`src/rtl/axi_rd_slave_pkg.sv`:
```
// Shared AXI read-responder constants: response codes, burst encodings,
// field widths and the responder FSM state encoding.
package axi_rd_slave_pkg;

    localparam int SIZE_WIDTH  = 3;
    localparam int BURST_WIDTH = 2;
    localparam int RESP_WIDTH  = 2;

    localparam logic [RESP_WIDTH-1:0] RESP_OKAY   = 2'b00;
    localparam logic [RESP_WIDTH-1:0] RESP_SLVERR = 2'b10;
    localparam logic [RESP_WIDTH-1:0] RESP_DECERR = 2'b11;

    localparam logic [BURST_WIDTH-1:0] BURST_FIXED = 2'b00;
    localparam logic [BURST_WIDTH-1:0] BURST_INCR  = 2'b01;
    localparam logic [BURST_WIDTH-1:0] BURST_WRAP  = 2'b10;
    localparam logic [BURST_WIDTH-1:0] BURST_RSVD  = 2'b11;

    typedef enum logic [1:0] {
        ST_IDLE = 2'b00,
        ST_WAIT = 2'b01,
        ST_SEND = 2'b10
    } state_t;

endpackage

```
`src/rtl/axi_rd_slave_if.sv`:
```
// AXI4 read address / read data channel bundle. The slave modport is the
// memory-side responder view, the master modport is the requester view.
interface axi_rd_slave_if
    import axi_rd_slave_pkg::*;
#(
    parameter int ID_WIDTH   = 4,
    parameter int ADDR_WIDTH = 64,
    parameter int LEN_WIDTH  = 8,
    parameter int DATA_WIDTH = 64
);

    logic                   ar_valid_i;
    logic                   ar_ready_o;
    logic [ID_WIDTH-1:0]    ar_id_i;
    logic [ADDR_WIDTH-1:0]  ar_addr_i;
    logic [LEN_WIDTH-1:0]   ar_len_i;
    logic [SIZE_WIDTH-1:0]  ar_size_i;
    logic [BURST_WIDTH-1:0] ar_burst_i;

    logic                   r_valid_o;
    logic                   r_ready_i;
    logic [ID_WIDTH-1:0]    r_id_o;
    logic [DATA_WIDTH-1:0]  r_data_o;
    logic [RESP_WIDTH-1:0]  r_resp_o;
    logic                   r_last_o;
    logic                   r_user_o;

    modport slave (
        input  ar_valid_i, ar_id_i, ar_addr_i, ar_len_i, ar_size_i, ar_burst_i,
        input  r_ready_i,
        output ar_ready_o,
        output r_valid_o, r_id_o, r_data_o, r_resp_o, r_last_o, r_user_o
    );

    modport master (
        output ar_valid_i, ar_id_i, ar_addr_i, ar_len_i, ar_size_i, ar_burst_i,
        output r_ready_i,
        input  ar_ready_o,
        input  r_valid_o, r_id_o, r_data_o, r_resp_o, r_last_o, r_user_o
    );

endinterface

```
`src/rtl/axi_rd_slave_burst_addr_gen.sv`:
```
// Combinational AXI burst address step: given the current beat address and
// the burst attributes, produce the next beat address and flag bursts that
// must be answered with SLVERR. Shared between the read and write responders.
module axi_burst_addr_gen
    import axi_rd_slave_pkg::*;
#(
    parameter int ADDR_WIDTH = 64,
    parameter int LEN_WIDTH  = 8,
    parameter int MAX_SIZE   = 3
) (
    input  logic [ADDR_WIDTH-1:0]  i_addr,
    input  logic [SIZE_WIDTH-1:0]  i_size,
    input  logic [LEN_WIDTH-1:0]   i_len,
    input  logic [BURST_WIDTH-1:0] i_burst,
    output logic [ADDR_WIDTH-1:0]  o_nextAddr,
    output logic                   o_burstErr
);

    localparam logic [SIZE_WIDTH-1:0] MAX_SIZE_L = SIZE_WIDTH'(MAX_SIZE);

    logic [ADDR_WIDTH-1:0] w_step;
    logic [ADDR_WIDTH-1:0] w_window;
    logic [ADDR_WIDTH-1:0] w_mask;
    logic [ADDR_WIDTH-1:0] w_sum;
    logic                  w_wrapLenOk;

    // Next address: FIXED holds, INCR steps by the beat size, WRAP steps
    // inside an aligned window of (len+1) beats and folds back to its base.
    always_comb begin
        w_step     = ADDR_WIDTH'(1) << i_size;
        w_window   = (ADDR_WIDTH'(i_len) + ADDR_WIDTH'(1)) << i_size;
        w_mask     = w_window - ADDR_WIDTH'(1);
        w_sum      = i_addr + w_step;
        o_nextAddr = i_addr;
        case (i_burst)
            BURST_FIXED: o_nextAddr = i_addr;
            BURST_INCR:  o_nextAddr = w_sum;
            BURST_WRAP:  o_nextAddr = (i_addr & ~w_mask) | (w_sum & w_mask);
            default:     o_nextAddr = i_addr;
        endcase
    end

    // Reserved cases: the 2'b11 burst code, a beat wider than the data bus,
    // and WRAP bursts whose length is not 2, 4, 8 or 16 beats.
    always_comb begin
        w_wrapLenOk = (i_len == LEN_WIDTH'(1))  || (i_len == LEN_WIDTH'(3)) ||
                      (i_len == LEN_WIDTH'(7))  || (i_len == LEN_WIDTH'(15));
        o_burstErr  = (i_size > MAX_SIZE_L) ||
                      (i_burst == BURST_RSVD) ||
                      ((i_burst == BURST_WRAP) && !w_wrapLenOk);
    end

endmodule

```
`src/rtl/axi_rd_slave.sv`:
```
// AXI4 read responder in front of a single-port synchronous SRAM. Serves
// one AR request at a time and returns len+1 beats, one every two cycles
// at best: a read cycle to the SRAM, then a cycle presenting the beat.
// Optional feature macro: AXI_RD_SLAVE_RANGE_CHECK_EN -- beats whose
// address falls outside the memory window answer DECERR without reading.
module axi_rd_slave
    import axi_rd_slave_pkg::*;
#(
    parameter int DATA_WIDTH = 64,
    parameter int ADDR_WIDTH = 64,
    parameter int ID_WIDTH   = 4,
    parameter int LEN_WIDTH  = 8,
    parameter int MEM_AW     = 16
`ifdef AXI_RD_SLAVE_RANGE_CHECK_EN
    ,
    parameter logic [ADDR_WIDTH-1:0] BASE_ADDR = ADDR_WIDTH'(64'h8000_0000)
`endif
) (
    input  logic                  clk,
    input  logic                  reset_n,
    axi_rd_slave_if.slave         axi,
    output logic                  mem_ren_o,
    output logic [MEM_AW-1:0]     mem_raddr_o,
    input  logic [DATA_WIDTH-1:0] mem_rdata_i
);

    localparam int OFF = $clog2(DATA_WIDTH/8);

    state_t                 r_state;
    state_t                 w_nextState;
    logic [ID_WIDTH-1:0]    r_id;
    logic [ADDR_WIDTH-1:0]  r_beatAddr;
    logic [LEN_WIDTH-1:0]   r_len;
    logic [LEN_WIDTH-1:0]   r_cnt;
    logic [SIZE_WIDTH-1:0]  r_size;
    logic [BURST_WIDTH-1:0] r_burst;
    logic                   r_burstErr;
    logic                   r_beatRd;
    logic [DATA_WIDTH-1:0]  r_data;
    logic [RESP_WIDTH-1:0]  r_resp;

    logic [ADDR_WIDTH-1:0]  w_firstAddr;
    logic [ADDR_WIDTH-1:0]  w_genAddr;
    logic [SIZE_WIDTH-1:0]  w_genSize;
    logic [LEN_WIDTH-1:0]   w_genLen;
    logic [BURST_WIDTH-1:0] w_genBurst;
    logic [ADDR_WIDTH-1:0]  w_nextAddr;
    logic                   w_genErr;
    logic                   w_firstOk;
    logic                   w_nextOk;
    logic                   w_firstRd;
    logic                   w_nextRd;
    logic                   w_arFire;
    logic                   w_rFire;
    logic                   w_last;

    // The first beat address is the request address aligned down to the beat size.
    assign w_firstAddr = axi.ar_addr_i &
                         ~((ADDR_WIDTH'(1) << axi.ar_size_i) - ADDR_WIDTH'(1));

    // While idle the generator judges the incoming request; afterwards it
    // steps the latched burst.
    assign w_genAddr  = (r_state == ST_IDLE) ? axi.ar_addr_i  : r_beatAddr;
    assign w_genSize  = (r_state == ST_IDLE) ? axi.ar_size_i  : r_size;
    assign w_genLen   = (r_state == ST_IDLE) ? axi.ar_len_i   : r_len;
    assign w_genBurst = (r_state == ST_IDLE) ? axi.ar_burst_i : r_burst;

    axi_burst_addr_gen #(
        .ADDR_WIDTH (ADDR_WIDTH),
        .LEN_WIDTH  (LEN_WIDTH),
        .MAX_SIZE   (OFF)
    ) u_addrGen (
        .i_addr     (w_genAddr),
        .i_size     (w_genSize),
        .i_len      (w_genLen),
        .i_burst    (w_genBurst),
        .o_nextAddr (w_nextAddr),
        .o_burstErr (w_genErr)
    );

`ifdef AXI_RD_SLAVE_RANGE_CHECK_EN
    localparam logic [ADDR_WIDTH-1:0] WINDOW_BYTES = ADDR_WIDTH'(1) << (MEM_AW + OFF);

    function automatic logic inWindow(input logic [ADDR_WIDTH-1:0] a);
        return (a >= BASE_ADDR) && ((a - BASE_ADDR) < WINDOW_BYTES);
    endfunction

    assign w_firstOk = inWindow(w_firstAddr);
    assign w_nextOk  = inWindow(w_nextAddr);
`else
    assign w_firstOk = 1'b1;
    assign w_nextOk  = 1'b1;
`endif

    // A beat touches the SRAM only when the burst is legal and its address is mapped.
    assign w_firstRd = !w_genErr && w_firstOk;
    assign w_nextRd  = !r_burstErr && w_nextOk;
    assign w_last    = (r_cnt == '0);

    // State register for the IDLE -> WAIT -> SEND responder loop.
    always_ff @(posedge clk) begin
        if (!reset_n) begin
            r_state <= ST_IDLE;
        end else begin
            r_state <= w_nextState;
        end
    end

    // Next state, handshakes and the SRAM read strobe; the strobe fires only
    // on the AR handshake or on a non-final R handshake, never during a stall.
    always_comb begin
        w_nextState    = r_state;
        w_arFire       = 1'b0;
        w_rFire        = 1'b0;
        axi.ar_ready_o = 1'b0;
        axi.r_valid_o  = 1'b0;
        axi.r_last_o   = 1'b0;
        mem_ren_o      = 1'b0;
        mem_raddr_o    = w_firstAddr[MEM_AW+OFF-1:OFF];
        case (r_state)
            ST_IDLE: begin
                axi.ar_ready_o = reset_n;
                if (axi.ar_valid_i && reset_n) begin
                    w_arFire    = 1'b1;
                    mem_ren_o   = w_firstRd;
                    w_nextState = ST_WAIT;
                end
            end
            ST_WAIT: begin
                w_nextState = ST_SEND;
            end
            ST_SEND: begin
                axi.r_valid_o = 1'b1;
                axi.r_last_o  = w_last;
                mem_raddr_o   = w_nextAddr[MEM_AW+OFF-1:OFF];
                if (axi.r_ready_i && reset_n) begin
                    w_rFire = 1'b1;
                    if (w_last) begin
                        w_nextState = ST_IDLE;
                    end else begin
                        mem_ren_o   = w_nextRd;
                        w_nextState = ST_WAIT;
                    end
                end
            end
            default: begin
                w_nextState = ST_IDLE;
            end
        endcase
    end

    // Burst bookkeeping: latch the request, step the beat address on each
    // accepted beat, and capture the SRAM word (or an error) in WAIT so the
    // presented beat stays frozen however long the master stalls.
    always_ff @(posedge clk) begin
        if (!reset_n) begin
            r_id       <= '0;
            r_beatAddr <= '0;
            r_len      <= '0;
            r_cnt      <= '0;
            r_size     <= '0;
            r_burst    <= '0;
            r_burstErr <= 1'b0;
            r_beatRd   <= 1'b0;
            r_data     <= '0;
            r_resp     <= RESP_OKAY;
        end else begin
            if (w_arFire) begin
                r_id       <= axi.ar_id_i;
                r_beatAddr <= w_firstAddr;
                r_len      <= axi.ar_len_i;
                r_cnt      <= axi.ar_len_i;
                r_size     <= axi.ar_size_i;
                r_burst    <= axi.ar_burst_i;
                r_burstErr <= w_genErr;
                r_beatRd   <= w_firstRd;
            end else if (w_rFire && !w_last) begin
                r_cnt      <= r_cnt - LEN_WIDTH'(1);
                r_beatAddr <= w_nextAddr;
                r_beatRd   <= w_nextRd;
            end
            if (r_state == ST_WAIT) begin
                if (r_beatRd) begin
                    r_data <= mem_rdata_i;
                    r_resp <= RESP_OKAY;
                end else begin
                    r_data <= '0;
                    r_resp <= r_burstErr ? RESP_SLVERR : RESP_DECERR;
                end
            end
        end
    end

    assign axi.r_id_o   = r_id;
    assign axi.r_data_o = r_data;
    assign axi.r_resp_o = r_resp;
    assign axi.r_user_o = 1'b0;

endmodule
```
`src/flat_wrapper.sv`:
```
// flat-port wrapper written by rule: the top's interface ports become plain ports
module axi_rd_slave_flat import axi_rd_slave_pkg::*;
#(
    parameter int DATA_WIDTH = 64,
    parameter int ADDR_WIDTH = 64,
    parameter int ID_WIDTH   = 4,
    parameter int LEN_WIDTH  = 8,
    parameter int MEM_AW     = 16

)
  (clk, reset_n, mem_ren_o, mem_raddr_o, mem_rdata_i, axi_ar_valid_i, axi_ar_id_i, axi_ar_addr_i, axi_ar_len_i, axi_ar_size_i, axi_ar_burst_i, axi_r_ready_i, axi_ar_ready_o, axi_r_valid_o, axi_r_id_o, axi_r_data_o, axi_r_resp_o, axi_r_last_o, axi_r_user_o);
  axi_rd_slave_if #(.ID_WIDTH(ID_WIDTH), .ADDR_WIDTH(ADDR_WIDTH), .LEN_WIDTH(LEN_WIDTH), .DATA_WIDTH(DATA_WIDTH)) axi_i ();
  input  logic clk;
  input  logic reset_n;
  output logic mem_ren_o;
  output logic [MEM_AW-1:0] mem_raddr_o;
  input  logic [DATA_WIDTH-1:0] mem_rdata_i;
  input wire logic [$bits(axi_i.ar_valid_i)-1:0] axi_ar_valid_i;
  input wire logic [$bits(axi_i.ar_id_i)-1:0] axi_ar_id_i;
  input wire logic [$bits(axi_i.ar_addr_i)-1:0] axi_ar_addr_i;
  input wire logic [$bits(axi_i.ar_len_i)-1:0] axi_ar_len_i;
  input wire logic [$bits(axi_i.ar_size_i)-1:0] axi_ar_size_i;
  input wire logic [$bits(axi_i.ar_burst_i)-1:0] axi_ar_burst_i;
  input wire logic [$bits(axi_i.r_ready_i)-1:0] axi_r_ready_i;
  output wire logic [$bits(axi_i.ar_ready_o)-1:0] axi_ar_ready_o;
  output wire logic [$bits(axi_i.r_valid_o)-1:0] axi_r_valid_o;
  output wire logic [$bits(axi_i.r_id_o)-1:0] axi_r_id_o;
  output wire logic [$bits(axi_i.r_data_o)-1:0] axi_r_data_o;
  output wire logic [$bits(axi_i.r_resp_o)-1:0] axi_r_resp_o;
  output wire logic [$bits(axi_i.r_last_o)-1:0] axi_r_last_o;
  output wire logic [$bits(axi_i.r_user_o)-1:0] axi_r_user_o;
  assign axi_i.ar_valid_i = axi_ar_valid_i;
  assign axi_i.ar_id_i = axi_ar_id_i;
  assign axi_i.ar_addr_i = axi_ar_addr_i;
  assign axi_i.ar_len_i = axi_ar_len_i;
  assign axi_i.ar_size_i = axi_ar_size_i;
  assign axi_i.ar_burst_i = axi_ar_burst_i;
  assign axi_i.r_ready_i = axi_r_ready_i;
  assign axi_ar_ready_o = axi_i.ar_ready_o;
  assign axi_r_valid_o = axi_i.r_valid_o;
  assign axi_r_id_o = axi_i.r_id_o;
  assign axi_r_data_o = axi_i.r_data_o;
  assign axi_r_resp_o = axi_i.r_resp_o;
  assign axi_r_last_o = axi_i.r_last_o;
  assign axi_r_user_o = axi_i.r_user_o;
  axi_rd_slave #(.DATA_WIDTH(DATA_WIDTH), .ADDR_WIDTH(ADDR_WIDTH), .ID_WIDTH(ID_WIDTH), .LEN_WIDTH(LEN_WIDTH), .MEM_AW(MEM_AW)) u_core (.clk(clk), .reset_n(reset_n), .axi(axi_i), .mem_ren_o(mem_ren_o), .mem_raddr_o(mem_raddr_o), .mem_rdata_i(mem_rdata_i));
endmodule
```
`config.mk`:
```
export PLATFORM = sky130hd
export DESIGN_NAME = axi_rd_slave_flat
export DESIGN_NICKNAME = d
export VERILOG_FILES = /design/src/rtl/axi_rd_slave_pkg.sv /design/src/rtl/axi_rd_slave_if.sv /design/src/rtl/axi_rd_slave_burst_addr_gen.sv /design/src/rtl/axi_rd_slave.sv /design/src/flat_wrapper.sv
export SDC_FILE = /design/constraint.sdc
export NUM_CORES = 1
export LEC_CHECK = 0
export ABC_AREA = 1
export BUFFER_PORTS_ARGS = -buffer_cell sky130_fd_sc_hd__buf_4
export CELL_PAD_IN_SITES_DETAIL_PLACEMENT = 1
export CELL_PAD_IN_SITES_GLOBAL_PLACEMENT = 1
export CORE_MARGIN = 5
export CORE_UTILIZATION = 38
export DETAILED_ROUTE_END_ITERATION = 7
export HOLD_SLACK_MARGIN = 0.1
export PLACE_DENSITY_LB_ADDON = 0.1
export SKIP_CTS_REPAIR_TIMING = 1
export SYNTH_ARGS = -nofsm -noshare
export SYNTH_HDL_FRONTEND = slang
export SYNTH_SLANG_ARGS = --single-unit
```
`constraint.sdc`:
```
create_clock -name clk -period 8.25 [get_ports clk]
set_input_delay 0 -clock clk [delete_from_list [all_inputs] [get_ports clk]]
set_output_delay 0 -clock clk [all_outputs]
set_load 0.005 [all_outputs]
```
=== Yosys cells after proc, flatten, opt, wreduce, memory -nomap -nowiden ===
Index checks and enable logic that the tools add are counted.
W data, S select, Z words.

* Output and inout bits: 91
* Word-level logic and storage cells: 84
* Input bits: 149
* Register bits: 159

* Magnitude comparators: 1
* Add/sub/neg operators: 5
* Muxes and demuxes: 30
* Equality and inequality tests: 11
* Shift operators: 3
* Bitwise gates (word level): 6
* Reductions and logical operators: 17

{| class="wikitable"
|+ Operators by type and width
! cell !! number
|-
| $mux W64 || 4
|-
| $and A64 B64 Y64 || 3
|-
| $not A64 Y64 || 2
|-
| $pmux W64 S2 || 1
|-
| $shl A1 B3 Y64 const A || 2
|-
| $sub A64 B1 Y64 const B || 2
|-
| $add A64 B64 Y64 || 1
|-
| $or A64 B64 Y64 || 1
|-
| $shl A9 B3 Y64 || 1
|-
| $mux W8 || 3
|-
| $mux W16 || 1
|-
| $mux W1 || 14
|-
| $add A8 B1 Y9 const B || 1
|-
| $eq A8 B1 Y1 const B || 1
|-
| $eq A8 B2 Y1 const B || 1
|-
| $eq A8 B3 Y1 const B || 1
|-
| $eq A8 B4 Y1 const B || 1
|-
| $logic_not A8 Y1 || 1
|-
| $mux W2 || 4
|-
| $sub A8 B1 Y8 const B || 1
|-
| $eq A2 B2 Y1 const B || 3
|-
| $pmux W2 S3 || 1
|-
| $logic_or A1 B1 Y1 || 5
|-
| $eq A2 B1 Y1 const B || 2
|-
| 10 further kinds || 16
|}

=== Depth between registers and ports, before layout ===
Gate-level depths: netlist (run 1).

* Word-level depth: 12
* Depth in mapped cells: 27
* Gate-level depth less buffers: 25

=== Modules after synthesis ===
Synthesis (run 1) repeated with hierarchy kept, for this count alone.

* Cell total of the unflattened synthesis: 2360
* Area, all modules: 13546.7 um^2

{| class="wikitable"
|+ Modules (own cells, without submodules)
! module !! cells an instance !! area an instance (um^2) !! sequential area each (um^2) !! times used
|-
| axi_rd_slave || 1183 || 7664.9 || 3183.1 || 1
|-
| axi_burst_addr_gen || 1177 || 5881.9 || 0.0 || 1
|}

=== Least setup slack after synthesis (run 1) ===
OpenSTA, ideal clock, no wires.

* Kind: reg-to-reg
* Start point: reg u_core.r_state[0]
* End point: reg u_core.r_beatAddr[18]
* Cell stages (with the launch flop): 26
* Setup time: 0.132 ns
* Required time: 8.118 ns
* Path buffers: 4
* Arrival: 3.647 ns
* Clock period less this slack: 3.780 ns
* Path slack: 4.470 ns
* Cells stage by stage: dfxtp_1 -> nor2_4 -> buf_6 -> buf_4 -> buf_2 -> buf_1 -> mux2i_1 -> inv_1 -> ha_1 -> inv_1 -> fa_1 -> inv_1 -> nand3_1 -> nor2_1 -> nor2_1 -> o21ai_0 -> nand2_1 -> nor2_1 -> nand4_1 -> nor2_1 -> xnor2_1 -> nand2_1 -> nand2_1 -> o21bai_2 -> nand3_1 -> a21oi_1

* Cells in the longest elaborated chain, start to end: 11
* Elaborated cells between the ends (all ways): 24
* Those cells by class: 3 x add/sub; 3 x eq/ne; 2 x shift; 9 x mux; 4 x bitwise; 3 x reduce/logical

{| class="wikitable"
|+ Ends and longest elaborated chain
! what !! line !! RTL
|-
| from (decl) || axi_rd_slave.sv:29 || <nowiki>state_t r_state;</nowiki>
|-
| from (signal assigned) || axi_rd_slave.sv:105 || <nowiki>r_state <= w_nextState;</nowiki>
|-
| $logic_not A2 Y1 || n/a ||
|-
| $mux W8 || axi_rd_slave.sv:65 || <nowiki>assign w_genLen = (r_state == ST_IDLE) ? axi.ar_len_i : r_len;</nowiki>
|-
| $add A8 B1 Y9 || axi_rd_slave_burst_addr_gen.sv:31 || <nowiki>w_window = (ADDR_WIDTH'(i_len) + ADDR_WIDTH'(1)) << i_size;</nowiki>
|-
| $shl A9 B3 Y64 || axi_rd_slave_burst_addr_gen.sv:31 ||
|-
| $sub A64 B1 Y64 || axi_rd_slave_burst_addr_gen.sv:32 || <nowiki>w_mask = w_window - ADDR_WIDTH'(1);</nowiki>
|-
| $not A64 Y64 || axi_rd_slave_burst_addr_gen.sv:38 || <nowiki>BURST_WRAP: o_nextAddr = (i_addr & ~w_mask) | (w_sum & w_mask);</nowiki>
|-
| $and A64 B64 Y64 || axi_rd_slave_burst_addr_gen.sv:38 ||
|-
| $or A64 B64 Y64 || axi_rd_slave_burst_addr_gen.sv:38 ||
|-
| $pmux W64 S2 || axi_rd_slave_burst_addr_gen.sv:35 || <nowiki>case (i_burst)</nowiki>
|-
| $mux W64 || axi_rd_slave.sv:177 || <nowiki>end else if (w_rFire && !w_last) begin</nowiki>
|-
| $mux W64 || axi_rd_slave.sv:168 || <nowiki>if (w_arFire) begin</nowiki>
|-
| to (signal assigned) || axi_rd_slave.sv:170 || <nowiki>r_beatAddr <= w_firstAddr;</nowiki>
|-
| to (signal assigned) || axi_rd_slave.sv:179 || <nowiki>r_beatAddr <= w_nextAddr;</nowiki>
|-
| to (decl) || axi_rd_slave.sv:32 || <nowiki>logic [ADDR_WIDTH-1:0] r_beatAddr;</nowiki>
|}

Several ways; a longest one is shown, not always the timed one. The select of a mux whose other input is x is not followed.
A chain may end at the register's enable or synchronous reset.

=== Final worst setup path (run 1) ===
* Start point: reg u_core.r_state[1]
* End point: out mem_raddr_o[15]

* Cells in the longest elaborated chain, start to end: 10
* Elaborated cells between the ends (all ways): 19
* Those cells by class: 3 x add/sub; 3 x eq/ne; 2 x shift; 6 x mux; 4 x bitwise; 1 x reduce/logical

{| class="wikitable"
|+ Ends and longest elaborated chain
! what !! line !! RTL
|-
| $logic_not A2 Y1 || n/a ||
|-
| $mux W8 || axi_rd_slave.sv:65 ||
|-
| $add A8 B1 Y9 || axi_rd_slave_burst_addr_gen.sv:31 ||
|-
| $shl A9 B3 Y64 || axi_rd_slave_burst_addr_gen.sv:31 ||
|-
| $sub A64 B1 Y64 || axi_rd_slave_burst_addr_gen.sv:32 ||
|-
| $not A64 Y64 || axi_rd_slave_burst_addr_gen.sv:38 ||
|-
| $and A64 B64 Y64 || axi_rd_slave_burst_addr_gen.sv:38 ||
|-
| $or A64 B64 Y64 || axi_rd_slave_burst_addr_gen.sv:38 ||
|-
| $pmux W64 S2 || axi_rd_slave_burst_addr_gen.sv:35 ||
|-
| $mux W16 * || axi_rd_slave.sv:120 || <nowiki>case (r_state)</nowiki>
|-
| to (decl) || flat_wrapper.sv:16 || <nowiki>output logic [MEM_AW-1:0] mem_raddr_o;</nowiki>
|}

Mark *: on every way between the ends. The rest lies on a longest branch, timed or not.

==> results of run 1 <==
==> routing by layer <==
layer,vias to the layer above,part of all wire [%]
li1,4449,-
met1,4476,41
met2,284,49
met3,62,6.7
met4,0,2.6
met5,-,0
==> metrics by stage <==
step,instances,worst slack (ns)
detailed placement,1583,3.29
global route,1717,2.36
global placement,1583,3.37
finish,1717,2.89
floorplan,1181,4.47
CTS,1615,2.90
==> where the power goes <==
group	leakage, nW	switching, mW	internal (mW)
Clock	0.274	0.289	0.448
Sequential	0.926	0.0163	0.575
Combinational	3.70	0.523	0.284
==> logic make-up after synthesis <==
logic type | Yosys count | share of synthesized area (%)
simple gates | 622 | 37.2
compound gates | 229 | 17.5
buf+inv | 175 | 9.23
flops | 114 | 30.3
xor+xnor | 20 | 2.33
fa+ha+maj | 18 | 3.09
mux | 2 | 0.266
other cells | 1 | 0.0498
==> registers in the layout, summed over array words and instances, names as in the netlist, 2 cells and up <==
| register | count |
|---|---|
| u_core.axi.r_data_o | 64 |
| u_core.r_beatAddr | 19 |
| u_core.r_cnt | 8 |
| u_core.r_len | 8 |
| u_core.axi.r_id_o | 4 |
| u_core.r_size | 3 |
| u_core.axi.r_resp_o | 2 |
| u_core.r_burst | 2 |
| u_core.r_state | 2 |
==> worst register-to-register path: stages (launching register included) <==
cell and delay, ns:
dfxtp_1 0.49, nor2_4 0.14, buf_4 0.27, o21ai_2 0.71
inv_2 0.31, nor3_2 0.26, ha_1 0.21, inv_1 0.05
fa_1 0.40, inv_1 0.07, nand3_1 0.09, nor2_1 0.11
nor2_1 0.07, o21ai_0 0.29, nand2_1 0.15, nor2_1 0.26
nand4_1 0.20, nor2_1 0.16, xnor2_1 0.10, nand2_1 0.08
nand2_1 0.04, o21bai_2 0.23, nand3_1 0.09, a21oi_1 0.09
==> area by class of cell <==
type,count,share of cell area (%)
inverters,109,3.84
well taps,265,3.09
multi-input cells,892,42.6
repair buffers,305,23.7
clock buffers,18,4.00
flip-flops and latches,114,21.3
clock inverters,14,1.42
==> cell usage in the layout (no fill, tap or decap), drive strengths merged <==
cell type and count:
clkinv 5, clkbuf 18, o31ai 7, o21bai 7, xor2 15, o21ai 74, a211oi 3, o221ai 9
inv 112, o211ai 7, conb 1, xnor2 5, mux2i 2, o31a 1, o22ai 1, ha 17
nor4 5, or2 9, dfxtp 114, dlygate4sd3 102, a2111oi 1, fa 1, a21oi 101, o21a 3
buf 203, nand4 8, a22o 1, nand3 189, clkinvlp 4, bufinv 2, nand2 327, nor2 74
nor3 10, a22oi 7, a31oi 7
==> worst max path at each step <==
stage | start | cells after the start | end | slack (ns)
6_report | u_core.r_state[1] | 24 | mem_raddr_o[15] | 2.89
2_1_floorplan | u_core.r_state[0] | 25 | u_core.r_beatAddr[18] | 4.47
5_1_grt | u_core.r_state[1] | 26 | mem_raddr_o[15] | 2.36
3_5_place_dp | u_core.r_state[1] | 23 | u_core.r_beatAddr[18] | 3.29
4_1_cts | u_core.r_state[1] | 24 | mem_raddr_o[15] | 2.90
3_3_place_gp | u_core.r_state[1] | 23 | u_core.r_beatAddr[18] | 3.37
==> results.yml, run 1 <==
power_and_ir_drop:
  powerDensity_nw_per_um2: 199
  p_leak_nw: 4.90
  total_power_mw: 2.14
  irDropWorstVdd_v: 0.000139
worst_setup_path:
  r2r_start: "u_core.r_state[1]"
  critPathArrivalTime_ns: 5.36
  end_kind: "output port"
  startpoint_type: "register"
  path_buf_inv: 5
  worstPathCellList: "nor2_4, buf_4, o21ai_2, inv_2, nor3_2, ha_1, inv_1, fa_1, inv_1, nand3_1, nor2_1, nor2_1, o21ai_0, nand2_1, nor2_1, nand4_1, nor2_1, xnor2_1, nand2_1, nand2_1, o21bai_2, nand3_1, nand2_1, buf_4"
  cp_slowest_stage_delay_ns: 0.69
  crit_fanout: 31
  crit_slowest_cell: "o21ai_2"
  ff2ff_path_depth: 23
  crit_family: "simple AND/OR/NAND/NOR gates"
  critical_path_class: "register to output port"
  required_ns: 8.25
  r2r_setup_slack_ns: 3.22
  r2r_end: "u_core.r_beatAddr[18]"
synthesis:
  synth-seq-cells: 114
  ys_warn_count: 0
  synth_top_cell_area_share_pct: 30.3
  synth-edff-count: 0
  yosys-top-cells-area: "dfxtp_1 30%, nand2_1 15%, nand3_1 12%, a21oi_1 6.7%, inv_1 4.8%"
  ys_top_cells_by_count: "310 x nand2_1, 186 x nand3_1, 114 x dfxtp_1"
  yosysMostFrequentCell: "nand2_1"
  synth_ff_type: "dfxtp_1"
  syn_area_um2: 7530
  synth_area_per_cell_um2: 6.38
  ys_seq_area_share_pct: 30.3
  syn_inst: 1181
  async_reset_ff_share_pct: 0
  synth_top_area_cell: "dfxtp_1"
  syn_nets: 1348
  yosysUniqueCellTypes: 51
route:
  drcViolationCount: 0
  wl_per_cell_um: 19.6
  num_vias: 9271
  finalWirelength_mm: 33.7
  first_iter_violations: 431
  drtPass1Iterations: 4
  ant_nets: 0
  viasPerCell: 5.40
die:
  die_w_um: 151
  dieArea_um2: 22700
  design.core.area_um2: 19500
  start_util_pct: 38.7
  die_h_um: 151
  io_pins: 240
  rows: 51
sta:
  rsz0062_at_grt: "no"
  tightest_slew_ns: 0.984
  final.setup_skew_ns: 0.0106
  drv_slew: 0
  setup_violations: 0
  fin_crit_sh_pct: 65.0
  timing.fmax_mhz: 187
  max_slew_margin_pct: 34.4
  min_period_ns: 5.36
  final-hold-violation-count: 0
  fin_setup_tns_ns: 0
  hold-worst-slack_ns: 0.0603
layout:
  multiInputGateArea_um2: 4560
  design_area_um2: 10700
  drive_gt1_share_pct: 20.3
  seqCellArea_um2: 2280
  nets: 1606
  syn_to_final_growth_pct: 42.3
  n_antenna_cell: 0
  n_fill_cell: 2531
  fin_util_pct: 55.1
grt:
  grt_util_met1_pct: 30.9
  overflow: 0
  grtUsageMet2_pct: 42.0
  use_met3_pct: 8.74
  antenna_found_initial: 0
  grt_pass1_wl_mm: 45.7
  grt_usage_pct: 25.1
  grt_pass1_vias: 8820
  grt_max_degree: 84
  grt-busiest-layer: "met2"
clock_network:
  cts.sinks: 114
  clk_path_buf_depth: 2
  cts_htree_levels: 4
  cts_tree: "built"
  numCtsBuffers: 17
  clockRootBuffer: "clkbuf_16"
  clkTransAtPathRegs_ns: 0.06
  clock_latency_ns: 0.42
hold_path:
  whs_path_depth: 4
  holdPathEnd: "u_core.r_beatAddr[2]"
  holdCritPathClass: "input port to register"
  min-delay-start: "axi_ar_addr_i[2]"
placement:
  gp_congestion: 0.844
  place_area_um2: 9110
  hpwl_mm: 20.9
  numPortBuffers: 193
outcome:
  status: "completed"
job:
  drv_cap: 0
Note: power is estimated with default switching activity, not from simulation.
==> inputs of run 2 (changes only) <==
CORE_UTILIZATION = 32   (was 38)
clock period = 4.6 ns   (was 8.25 ns; I/O delays follow)
==> run 2 against run 1 <==
  * Die area grew 17%
  * Clock skew shrank 0.0015 ns
  * Sequential share of layout area shrank 0.40 points
  * Sequential power grew 79%
  * Register-to-register slack lost 2.5 ns
  * Critical path type unchanged
==> results.yml, run 2 (synthesis gave the netlist of run 1 again) <==
sta:
  final-hold-violation-count: 0
  hold-worst-slack_ns: 0.0489
  min_period_ns: 4.24
  tightest_slew_ns: 0.992
  drv_slew: 0
  timing.fmax_mhz: 236
  fin_crit_sh_pct: 92.1
  final.setup_skew_ns: 0.00914
  setup_violations: 0
  max_slew_margin_pct: 33.9
outcome:
  status: "completed"
clock_network:
  cts_tree: "built"
  numCtsBuffers: 17
  clk_path_buf_depth: 2
  clock_latency_ns: 0.42
  cts_htree_levels: 4
  clkTransAtPathRegs_ns: 0.05
  cts.sinks: 114
  clockRootBuffer: "clkbuf_16"
route:
  first_iter_violations: 375
  wl_per_cell_um: 17.5
  ant_nets: 0
  finalWirelength_mm: 31.1
  drcViolationCount: 0
  num_vias: 9017
  viasPerCell: 5.06
  drtPass1Iterations: 6
die:
  dieArea_um2: 26700
  rows: 56
  die_w_um: 163
  start_util_pct: 32.3
  die_h_um: 163
  io_pins: 240
  design.core.area_um2: 23300
worst_setup_path:
  r2r_end: "u_core.r_beatAddr[18]"
  crit_slowest_cell: "fa_1"
  cp_slowest_stage_delay_ns: 0.40
  crit_family: "simple AND/OR/NAND/NOR gates"
  critPathArrivalTime_ns: 4.24
  path_depth: 25
  r2r_setup_slack_ns: 0.72
  critPathLaunch: "u_core.r_state[1]"
  critical_path_class: "register to output port"
  cp_common_cell: "nand2_1"
  crit_path_end: "mem_raddr_o[11]"
  end_kind: "output port"
  ff2ff_path_depth: 24
  r2r_start: "u_core.r_state[1]"
  required_ns: 4.60
  crit_fanout: 16
  path_buf_inv: 6
  startpoint_type: "register"
placement:
  gp_congestion: 0.832
  hpwl_mm: 21.8
  numPortBuffers: 193
  dp.cells: 1648
layout:
  instances_no_fill: 1783
  syn_to_final_growth_pct: 45.0
  n_antenna_cell: 0
  n_fill_cell: 2980
  layout_common_cells: "309 x nand2_1, 215 x buf_4, 186 x nand3_1"
  final_common_cell: "nand2_1"
  largest_reg_flops: 64
  drive_gt1_share_pct: 21.4
  nets: 1619
grt:
  antenna_found_initial: 0
  overflow: 0
  grt_usage_pct: 21.8
  grt_pass1_wl_mm: 46.5
  grt_pass1_vias: 8792
  grt_max_degree: 84
job:
  drv_cap: 0
power_and_ir_drop:
  irDropWorstVdd_v: 0.000240
  powerDensity_nw_per_um2: 353
  p_leak_nw: 4.98
  total_power_mw: 3.85
hold_path:
  holdCritPathClass: "input port to register"
[run 2: cell count changes in the layout (fill, tap and decap cells not counted), moves of 2 or more]
cell / delta
nor2_1: -2
buf_4: +12
nor2_2: +2
clkinv_4: +3
[run 2: how the worst min path moves through the flow]
| stage | cells past startpoint | startpoint | slack (ns) | end |
|---|---|---|---|---|
| after floorplan | 2 | axi_ar_burst_i[0] | 0.11 | u_core.r_burst[0] |
| after CTS | 3 | axi_ar_id_i[0] | -0.24 | u_core.axi.r_id_o[0] |
| after global placement | 3 | axi_ar_id_i[0] | 0.20 | u_core.axi.r_id_o[0] |
| final | 5 | axi_ar_addr_i[7] | 0.05 | u_core.r_beatAddr[7] |
| after detailed placement | 3 | axi_ar_id_i[1] | 0.21 | u_core.axi.r_id_o[1] |
| after global routing | 4 | axi_ar_addr_i[2] | 0.11 | u_core.r_beatAddr[2] |
[run 2: layout make-up]
cell class,instances,area (µm²),area share [%]
multi-input combinational,892,4600,42.1
clock buffer,17,425,3.90
timing repair buffer,318,2650,24.2
tap,319,399,3.65
clock inverter,14,158,1.44
sequential,114,2280,20.9
inverter,109,412,3.77
[run 2: worst reg2reg max path, stage by stage (launching register included)]
cell      delay, ns
dfxtp_1        0.31
buf_4          0.16
nor2_4         0.20
nand2_1        0.10
o21ai_2        0.08
inv_2          0.16
nor3_4         0.19
ha_1           0.21
inv_1          0.06
fa_1           0.40
inv_1          0.07
nand3_1        0.10
nor2_1         0.12
nor2_1         0.08
o21ai_1        0.21
nand2_1        0.13
nor2_2         0.19
nand4_1        0.19
nor2_1         0.17
xnor2_1        0.10
nand2_1        0.09
nand2_1        0.05
o21bai_2       0.19
nand3_1        0.08
a21oi_1        0.08
[run 2: metal layers]
metal  track usage, %  part of all wire, %
met5                0                    0
met4             4.08                  1.2
met3             7.67                  6.2
met2             36.7                   49
met1             27.3                   43
[run 2: per-stage QoR]
step / util, % / TNS, ns / instance area [µm²] / setup slack [ns]
final: 46.8 / 0 / 10900 / 0.365
after CTS: 42.2 / 0 / 9850 / 0.0557
after floorplan: - / 0 / 7530 / 0.820
after global routing: 46.8 / -0.0447 / 10900 / -0.0432
after detailed placement: 39.7 / 0 / 9260 / 0.477
after global placement: 39.7 / 0 / 9260 / 0.635
[run 2: report_power, final]
part | total (mW) | switching, mW | internal (mW) | leakage [nW]
logic | 1.48 | 0.946 | 0.536 | 3.78
registers | 1.06 | 0.0248 | 1.03 | 0.926
clock network | 1.31 | 0.512 | 0.802 | 0.277
